===== config.mk =====
export PLATFORM = sky130hd
export DESIGN_NAME = audio_playback_scheduler
export DESIGN_NICKNAME = d
export VERILOG_FILES = /design/src/rtl/audio_pkg.sv /design/src/rtl/sample_tick_gen.sv /design/src/rtl/audio_playback_scheduler.sv
export SDC_FILE = /design/constraint.sdc
export NUM_CORES = 1
export LEC_CHECK = 0
export CORE_ASPECT_RATIO = 0.75
export CORE_MARGIN = 1.5
export CORE_UTILIZATION = 40
export DETAILED_ROUTE_END_ITERATION = 16
export MAX_ROUTING_LAYER = met4
export PLACE_DENSITY = 0.68
export SYNTH_ARGS = -nofsm -noshare
export SYNTH_HDL_FRONTEND = slang
export SYNTH_SLANG_ARGS = --single-unit

===== constraint.sdc =====
create_clock -name clk_25mhz -period 2.95 [get_ports clk_25mhz]
set_input_delay 0.295 -clock clk_25mhz [delete_from_list [all_inputs] [get_ports clk_25mhz]]
set_output_delay 0.295 -clock clk_25mhz [all_outputs]
set_load 0.03 [all_outputs]

===== src/rtl/audio_pkg.sv =====
// Shared constants for the audio playback scheduler: sample width, counter
// saturation limit and the scheduler state encoding.
package audio_pkg;

    localparam int AUDIO_W = 16;
    localparam logic [7:0] UNDERRUN_MAX = 8'hFF;

    typedef logic [1:0] state_t;

    localparam state_t IDLE    = 2'd0;
    localparam state_t PREFILL = 2'd1;
    localparam state_t PLAY    = 2'd2;
    localparam state_t DRAIN   = 2'd3;

endpackage


===== src/rtl/sample_tick_gen.sv =====
// Free-running sample-rate divider: tick is high for one cycle every DIV
// cycles, on the cycle where the counter sits at DIV-1.
module sample_tick_gen #(
    parameter int DIV = 3125
) (
    input  logic clk_25mhz,
    input  logic reset_n,
    output logic tick
);

    localparam int CW = $clog2(DIV);

    logic [CW-1:0] cnt_q;
    logic [CW-1:0] cnt_d;

    assign tick  = (cnt_q == CW'(DIV - 1));
    assign cnt_d = tick ? '0 : cnt_q + CW'(1);

    always_ff @(posedge clk_25mhz or negedge reset_n) begin
        if (!reset_n) begin
            cnt_q <= '0;
        end else begin
            cnt_q <= cnt_d;
        end
    end

endmodule


===== src/rtl/audio_playback_scheduler.sv =====
// Buffers received audio words in a small FIFO, prefills, then releases one
// sample per sample-rate tick; drains on link loss and reports under/overrun.
//
//   state   | meaning
//   --------+---------------------------------------------------------------
//   IDLE    | nothing buffered for playback, waiting for the first word
//   PREFILL | collecting words until PREFILL_LEVEL is reached
//   PLAY    | link active, one pop per tick, empty ticks count as underrun
//   DRAIN   | link gone, pop remaining words per tick, empty tick ends it
module audio_playback_scheduler
    import audio_pkg::*;
#(
    parameter int CLOCK_HZ      = 25_000_000,
    parameter int SAMPLE_RATE   = 8_000,
    parameter int FIFO_DEPTH    = 16,
    parameter int PREFILL_LEVEL = 8
) (
    input  logic                          clk_25mhz,
    input  logic                          reset_n,
    input  logic                          data_ready,
    input  logic [AUDIO_W-1:0]            audio_in,
    input  logic                          com_active,
    input  logic                          clear_status,
    output logic [AUDIO_W-1:0]            sample_out,
    output logic                          sample_valid,
    output logic                          playing,
    output logic [$clog2(FIFO_DEPTH):0]   fifo_level,
    output logic [7:0]                    underrun_count,
    output logic                          overrun
);

    localparam int DIV = CLOCK_HZ / SAMPLE_RATE;
    localparam int PW  = $clog2(FIFO_DEPTH);
    localparam int LW  = PW + 1;

    logic tick;

    sample_tick_gen #(
        .DIV (DIV)
    ) u_tick (
        .clk_25mhz (clk_25mhz),
        .reset_n   (reset_n),
        .tick      (tick)
    );

    state_t              state_q, state_d;
    logic [PW-1:0]       wr_ptr_q, wr_ptr_d;
    logic [PW-1:0]       rd_ptr_q, rd_ptr_d;
    logic [LW-1:0]       level_q, level_d;
    logic [AUDIO_W-1:0]  mem_q [FIFO_DEPTH];
    logic [AUDIO_W-1:0]  sample_q, sample_d;
    logic                valid_q, valid_d;
    logic                playing_q, playing_d;
    logic [7:0]          underrun_q, underrun_d;
    logic                overrun_q, overrun_d;

    logic active_st;
    logic empty;
    logic full;
    logic pop;
    logic push_ok;
    logic drop;
    logic empty_tick;

    // All FIFO decisions use the level at the start of the cycle, so a word
    // pushed on a tick cannot be popped by that same tick.
    assign active_st  = (state_q == PLAY) || (state_q == DRAIN);
    assign empty      = (level_q == '0);
    assign full       = (level_q == LW'(FIFO_DEPTH));
    assign pop        = tick && active_st && !empty;
    assign push_ok    = data_ready && (!full || pop);
    assign drop       = data_ready && full && !pop;
    assign empty_tick = tick && active_st && empty;

    always_comb begin
        wr_ptr_d = push_ok ? wr_ptr_q + PW'(1) : wr_ptr_q;
        rd_ptr_d = pop ? rd_ptr_q + PW'(1) : rd_ptr_q;
        level_d  = level_q + LW'(push_ok) - LW'(pop);
    end

    always_comb begin
        state_d = state_q;
        case (state_q)
            IDLE: begin
                if (data_ready) state_d = PREFILL;
            end
            PREFILL: begin
                if (level_q >= LW'(PREFILL_LEVEL)) state_d = PLAY;
                else if (!com_active)              state_d = empty ? IDLE : DRAIN;
            end
            PLAY: begin
                if (!com_active) state_d = DRAIN;
            end
            DRAIN: begin
                if (empty_tick)      state_d = IDLE;
                else if (com_active) state_d = PLAY;
            end
            default: state_d = IDLE;
        endcase
    end

    always_comb begin
        sample_d = sample_q;
        if (pop)             sample_d = mem_q[rd_ptr_q];
        else if (empty_tick) sample_d = '0;

        valid_d   = pop;
        playing_d = (state_d == PLAY) || (state_d == DRAIN);

        underrun_d = underrun_q;
        if (clear_status) begin
            underrun_d = '0;
        end else if (empty_tick && (state_q == PLAY) && (underrun_q != UNDERRUN_MAX)) begin
            underrun_d = underrun_q + 8'd1;
        end

        overrun_d = overrun_q;
        if (clear_status) overrun_d = 1'b0;
        else if (drop)    overrun_d = 1'b1;
    end

    always_ff @(posedge clk_25mhz or negedge reset_n) begin
        if (!reset_n) begin
            state_q    <= IDLE;
            wr_ptr_q   <= '0;
            rd_ptr_q   <= '0;
            level_q    <= '0;
            sample_q   <= '0;
            valid_q    <= 1'b0;
            playing_q  <= 1'b0;
            underrun_q <= '0;
            overrun_q  <= 1'b0;
        end else begin
            state_q    <= state_d;
            wr_ptr_q   <= wr_ptr_d;
            rd_ptr_q   <= rd_ptr_d;
            level_q    <= level_d;
            sample_q   <= sample_d;
            valid_q    <= valid_d;
            playing_q  <= playing_d;
            underrun_q <= underrun_d;
            overrun_q  <= overrun_d;
        end
    end

    // Storage needs no reset: the pointers and level define what is valid.
    always_ff @(posedge clk_25mhz) begin
        if (push_ok) mem_q[wr_ptr_q] <= audio_in;
    end

    assign sample_out     = sample_q;
    assign sample_valid   = valid_q;
    assign playing        = playing_q;
    assign fifo_level     = level_q;
    assign underrun_count = underrun_q;
    assign overrun        = overrun_q;

endmodule


Word-level counts from Yosys, hierarchy flattened
Memory sizes are Yosys's and may differ from the RTL's.
Index checks and enable logic that the tools add are counted.
{"block": "word_totals", "reg_bits": 54, "latchBits": 0, "ram_bits": 256, "mem_bits_ro": 0, "in_bits": 21, "out_inout_bits": 32, "n_memories": 1}
{"name": "mem_q", "depth": 16, "word_bits": 16, "rd": 1, "rd_ports_with_merged_regs": 0, "wr": 1, "line_no": "audio_playback_scheduler.sv:50", "rtl": "logic [AUDIO_W-1:0] mem_q [FIFO_DEPTH];"}
{"block": "classes", "n_addsub": 6, "n_mul": 0, "div_mod_pow": 0, "magnitude_cmp": 1, "eq_ne": 8, "shift": 0, "n_mux": 17, "bitwise_logic": 0, "n_reduce_logical": 19}
{"cell": "16-bit 2-to-1 mux", "n": 2}
{"cell": "8-bit 2-to-1 mux", "n": 2}
{"cell": "2-bit 2-to-1 mux", "n": 7}
{"cell": "12-bit by 1-bit adder with 12-bit output (second input constant)", "n": 1}
{"cell": "12-bit equality test (second input constant)", "n": 1}
{"cell": "12-bit 2-to-1 mux", "n": 1}
{"cell": "4-bit by 1-bit adder with 4-bit output (second input constant)", "n": 2}
{"cell": "8-bit by 1-bit adder with 8-bit output (second input constant)", "n": 1}
{"cell": "2-bit equality test (second input constant)", "n": 4}
{"cell": "1-bit logical AND", "n": 8}
{"cell": "8-bit inequality test (second input constant)", "n": 1}
{"cell": "2-bit case mux with 4 select lines", "n": 1}
{"cell": "2-bit nonzero test", "n": 3}
{"cell": "5-bit by 1-bit adder with 5-bit output", "n": 1}
{"cell": "5-bit equality test (second input constant)", "n": 1}
{"cell": "5-bit by 4-bit greater-or-equal comparator with 1-bit output (second input constant)", "n": 1}
{"cell": "5-bit logical NOT", "n": 1}
{"cell": "5-bit by 1-bit subtractor with 5-bit output", "n": 1}
{"cell": "1-bit 2-to-1 mux", "n": 4}
{"cell": "1-bit logical NOT", "n": 3}
{"cell": "1-bit logical OR", "n": 3}
{"cell": "2-bit by 1-bit equality test with 1-bit output (second input constant)", "n": 1}
{"cell": "2-bit logical NOT", "n": 1}

Logic depth before layout (Yosys ltp)
{"block": "logic_depth", "word_depth": 8, "mapped_depth": 15, "ltp_nobuf": 14}

Hierarchy
From an unflattened synthesis, not the netlist that was laid out.
{"block": "hier_totals", "cells_unflattened": 636, "hier_area_um2": 12379.4}
{"mod": "audio_playback_scheduler", "n_inst": 1, "cells_per_inst": 581, "area_per_inst_um2": 11782.6, "seq_area_each_um2": 8713.4}
{"mod": "sample_tick_gen", "n_inst": 1, "cells_per_inst": 55, "area_per_inst_um2": 596.8, "seq_area_each_um2": 300.3}

Least setup slack after synthesis
Ideal clock, no wire load.
{"block": "synth_timing", "path_kind": "reg2reg", "from": "register u_tick.cnt_q[0]", "to": "memory mem_q[3][0], enable pin", "setup_time_ps": 409, "t_arrival_ps": 2635, "required_ps": 2541, "slack_ps": -95, "path_stages_with_launch": 8, "n_path_buf": 0, "period_less_slack_ps": 3045, "path_cell_list": "dfrtp_1 inv_1 ha_1 and4b_1 nand4_4 a31oi_4 nand2_1 nor3_1"}
{"block": "synth_via", "elab_chain_len": 7}
{"item": "start: declaration", "line_no": "sample_tick_gen.sv:13", "rtl": "logic [CW-1:0] cnt_q;"}
{"item": "start signal: assignment", "line_no": "sample_tick_gen.sv:23", "rtl": "cnt_q <= cnt_d;"}
{"item": "12-bit equality test", "line_no": "sample_tick_gen.sv:16", "rtl": "assign tick = (cnt_q == CW'(DIV - 1));"}
{"item": "1-bit logical AND (2 in a row)", "line_no": "audio_playback_scheduler.sv:70", "rtl": "assign pop = tick && active_st && !empty;"}
{"item": "1-bit logical OR", "line_no": "audio_playback_scheduler.sv:71", "rtl": "assign push_ok = data_ready && (!full || pop);"}
{"item": "1-bit logical AND", "line_no": "audio_playback_scheduler.sv:71"}
{"item": "1-bit 2-to-1 mux", "line_no": "audio_playback_scheduler.sv:148", "rtl": "if (push_ok) mem_q[wr_ptr_q] <= audio_in;"}
{"item": "1-bit 2-to-1 mux (implied by the code)", "line_no": "audio_playback_scheduler.sv:148"}
{"item": "end: declaration", "line_no": "audio_playback_scheduler.sv:50"}
Every way passes these cells.

Final worst setup path
{"block": "layout_timing", "from": "register u_tick.cnt_q[0]", "to": "register level_q[4], in the netlist fifo_level[4]"}
{"block": "layout_via", "elab_chain_len": 7}
{"item": "12-bit equality test (*)", "line_no": "sample_tick_gen.sv:16"}
{"item": "1-bit logical AND (*) (2 in a row)", "line_no": "audio_playback_scheduler.sv:70"}
{"item": "1-bit logical OR", "line_no": "audio_playback_scheduler.sv:71"}
{"item": "1-bit logical AND", "line_no": "audio_playback_scheduler.sv:71"}
{"item": "5-bit by 1-bit adder with 5-bit output", "line_no": "audio_playback_scheduler.sv:78", "rtl": "level_d = level_q + LW'(push_ok) - LW'(pop);"}
{"item": "5-bit by 1-bit subtractor with 5-bit output (*)", "line_no": "audio_playback_scheduler.sv:78"}
{"item": "named net level_d[4]", "line_no": "audio_playback_scheduler.sv:49", "rtl": "logic [LW-1:0] level_q, level_d;"}
{"item": "end signal: assignment", "line_no": "audio_playback_scheduler.sv:137", "rtl": "level_q <= level_d;"}
{"item": "end: declaration", "line_no": "audio_playback_scheduler.sv:49"}
The timed path passes the listed nets; every way through them passes the cells marked *.
A chain may end at the register's enable or synchronous reset.

==> results.rst <==
.. list-table::
   :header-rows: 1

   * - Metric
     - Value
   * - Post-route ant nets
     - 0
   * - Global placement routability congestion
     - 0.751
   * - Number of different library cells in the post-synthesis netlist
     - 47
   * - Total routed wirelength
     - 26100 um
   * - Avg Synthesized Cell Area
     - 19.0 um^2
   * - Number of top-level design ports
     - 53
   * - Total of fill cells in the finished design
     - 2522
   * - Placed cell area
     - 13700 um^2
   * - Final min period
     - 2.68 ns
   * - Cell Count, Final, Fillers Out
     - 1178
   * - Data arrival, critical path
     - 3.16 ns
   * - Die height
     - 155 um
   * - Crit path launch
     - u_tick.cnt_q[0]
   * - Via count of the first global-routing pass
     - 6519
   * - CTS sink count
     - 309
   * - Instance count of the mapped netlist
     - 650
   * - Top fanout value on the critical path
     - 5
   * - FF-to-FF Start
     - u_tick.cnt_q[0]
   * - Worst slew pin tran
     - 0.865 ns
   * - Root Buffer Master
     - sky130_fd_sc_hd__clkbuf_16
   * - Startpoint type of the worst setup path
     - flip-flop
   * - Count of vias placed by the detailed router
     - 6282
   * - Clock insertion delay at the later pin of the skew report
     - 0.56 ns
   * - Initial antenna violation count
     - 1
   * - Total leakage power
     - 4.93 nW
   * - Peak ir drop on the vdd network
     - 536 uV
   * - Final worst path period share
     - 90.8%
   * - CTS tree
     - done
   * - Area occupied by registers
     - 9020 um^2
   * - IO Port Bufs
     - 52
   * - Width of the chip
     - 206 um
   * - Max clock buf depth
     - 3
   * - CORE AREA
     - 30300 um^2
   * - Number of hold-slack violations in the final timing report
     - 0
   * - Worst EP required
     - 3.43 ns
   * - Number of DRC violations after detailed-routing iteration 0
     - 490
   * - Fraction of final layout cells with drive strength greater than 1
     - 24.6%
   * - Worst slew margin relative to its limit
     - 42.3%
   * - GRT Resource Usage Total
     - 17.3%
   * - Net count of the finished layout
     - 792
   * - Combined area of the multi-input logic cells
     - 3150 um^2
   * - Wire length per cell
     - 22.1 um
   * - Net count after synthesis
     - 687
   * - First-pass GRT wire length
     - 39900 um
   * - DR pass1 iterations
     - 5
   * - Sequential area share after synthesis
     - 73.0%
   * - Die area
     - 32000 um^2
   * - Reg-to-reg setup timing slack
     - 0.27 ns
   * - Final setup skew
     - 0.0196 ns
   * - Clock-pin slew of the registers on the worst-case setup and hold paths
     - 0.06 ns
   * - Mapped cell area
     - 12400 um^2
   * - Endpoints failing setup
     - 0
   * - Total power per unit cell area
     - 696 nW/um^2
   * - Total grt overflow
     - 0
   * - Layout overhead on the synthesized area
     - 18.5%
   * - Row count
     - 55
   * - Yosys reg bits
     - 309
   * - Critical path class
     - flip-flop to flip-flop
   * - Warning count from the yosys run
     - 0
   * - Final Max Slew Viols
     - 0
   * - Total Power
     - 10.2 mW
   * - Max Clk Rate
     - 373 MHz
   * - Unrepaired setup endpoints after global routing
     - no
   * - Final total negative setup slack
     - 0 ns
   * - Via/cell ratio
     - 5.33
   * - Hold_ws
     - 0.379 ns
   * - Max Cap Violations
     - 0
   * - Type of element capturing the critical path
     - flip-flop
   * - Number of buffers added by the clock tree synthesis step
     - 30
   * - Post-route design area
     - 14600 um^2
   * - Outcome
     - finished clean
   * - Starting utilization of the core area
     - 40.8%
   * - Drt drc
     - 0
   * - Cell Count Post-Placement
     - 1118
   * - Class of the tightest hold or removal check
     - primary input to async pin
   * - Detail Placement HPWL
     - 16400 um
   * - Number of levels in the clock H-tree
     - 1
   * - Maximum number of pins on one net before global-route repair
     - 35
-- sequential cells by signal, summed over array words and instances, names as in the netlist --
| signal | flops |
|---|---|
| mem_q | 256 |
| sample_out | 16 |
| u_tick.cnt_q | 12 |
| underrun_count | 8 |
| fifo_level | 5 |
| rd_ptr_q | 4 |
| wr_ptr_q | 4 |
| overrun | 1 |
| playing | 1 |
| sample_valid | 1 |
| state_q | 1 |
-- cells in the mapped netlist, drive strengths merged --
library cell	number	area [um^2]
and2	1	6.26
nor2	32	120
a211oi	16	120
inv	18	67.6
o21ai	6	30.0
a22o	16	140
buf	22	136
mux2i	17	170
or2	1	8.76
edfxtp	256	7690
nor2b	18	113
nand2b	3	18.8
nand3b	2	15.0
nor3	5	25.0
nand3	7	40.0
xnor2	16	140
clkbuf	10	37.5
and4bb	1	12.5
a31oi	1	21.3
a21oi	20	100
nor4	4	40.0
and3	5	31.3
a32oi	1	8.76
mux2	1	15.0
o221ai	1	8.76
nor3b	2	26.3
a41oi	2	17.5
a21o	1	7.51
ha	15	188
nand2	18	67.6
dfrtp	53	1330
nor4b	2	32.5
fa	1	20.0
mux4	64	1440
and4b	1	10.0
xor2	6	52.6
nand4	5	52.6
-- worst max-delay path, stage by stage, from the launching register on --
cell and delay, ns:
sky130_fd_sc_hd__dfrtp_1 0.42, sky130_fd_sc_hd__inv_1 0.07, sky130_fd_sc_hd__ha_1 0.13, sky130_fd_sc_hd__and4b_2 0.27
sky130_fd_sc_hd__nand4_4 0.14, sky130_fd_sc_hd__a31oi_4 0.17, sky130_fd_sc_hd__inv_1 0.07, sky130_fd_sc_hd__ha_1 0.26
sky130_fd_sc_hd__inv_1 0.04, sky130_fd_sc_hd__ha_1 0.20, sky130_fd_sc_hd__fa_2 0.38, sky130_fd_sc_hd__a21oi_1 0.15
sky130_fd_sc_hd__nor2_1 0.05, sky130_fd_sc_hd__nor2_1 0.10, sky130_fd_sc_hd__xor2_1 0.15
-- through the flow --
step,util [%],setup slack (ns)
2_1_floorplan,-,0.0814
3_3_place_gp,45.2,0.200
3_5_place_dp,45.2,0.176
4_1_cts,48.3,0.154
5_1_grt,48.4,0.0257
6_report,48.4,0.271
-- power breakdown --
part	switching (mW)	internal, mW
registers	0.174	5.16
clock network	1.56	2.10
logic	0.742	0.451
total	2.48	7.71
-- metal layers --
metal	wire length (um)	global-route usage, %	vias up
met3	1790	3.67	40
met2	12000	25.6	202
met4	418	3.38	0
met5	0	-	-
met1	11800	25.0	3248
li1	-	-	2792
-- cells by family (layout without fill, tap and decap cells) --
logic type / count (synthesis) / count (layout) / share of synthesized area, %
AO/OA/AOI/OAI: 64 / 64 / 3.68
other: 0 / 1 / 0
XOR/XNOR: 22 / 22 / 1.56
adder cells (fa/ha/maj): 16 / 16 / 1.68
multiplexers: 82 / 82 / 13.2
AND/OR/NAND/NOR: 107 / 107 / 5.01
flip-flops: 309 / 309 / 73.0
buffers and inverters: 50 / 178 / 1.95
-- area by class of cell --
class / instances / share of cell area [%]
multi-input cells: 291 / 21.5
diodes: 1 / 0.0171
flip-flops and latches: 309 / 61.6
inverters: 18 / 0.461
clock inverters: 8 / 0.461
clock buffers: 47 / 5.91
repair buffers: 105 / 6.60
well taps: 399 / 3.41
-- what timing repair did --
item	in CTS	in global routing
hold buffers	1	0
hold endpoints to repair	32	0
gates resized for setup	0	2
setup endpoints to repair	0	1
setup buffers	0	3
-- worst paths after layout --
kind | endpoint | cells after the start
hold reg to reg | u_tick.cnt_q[9] | 1
max in group asynchronous | sample_out[9] | 3
setup / recovery | fifo_level[4] | 14
setup reg to reg | fifo_level[4] | 14
hold / removal | underrun_count[7] | 2
min in group clk_25mhz | overrun | 3
-- cell usage in the layout (no fill, tap or decap), drive strengths merged, types with 2 or more instances in the layout --
cell,netlist,final
a211oi,16,16
clkbuf,10,47
nor4b,2,2
clkinv,0,6
nand2b,3,3
mux2i,17,17
nand2,18,18
a21oi,20,20
ha,15,15
nand3b,2,2
o21ai,6,6
dfrtp,53,53
a41oi,2,2
nor2b,18,18
edfxtp,256,256
clkdlybuf4s50,0,51
and3,5,5
nand3,7,7
mux4,64,64
buf,22,53
nand4,5,5
nor2,32,32
inv,18,19
nor3,5,5
nor3b,2,2
xnor2,16,16
xor2,6,6
nor4,4,4
a22o,16,16
(Power assumes the default switching activity.)
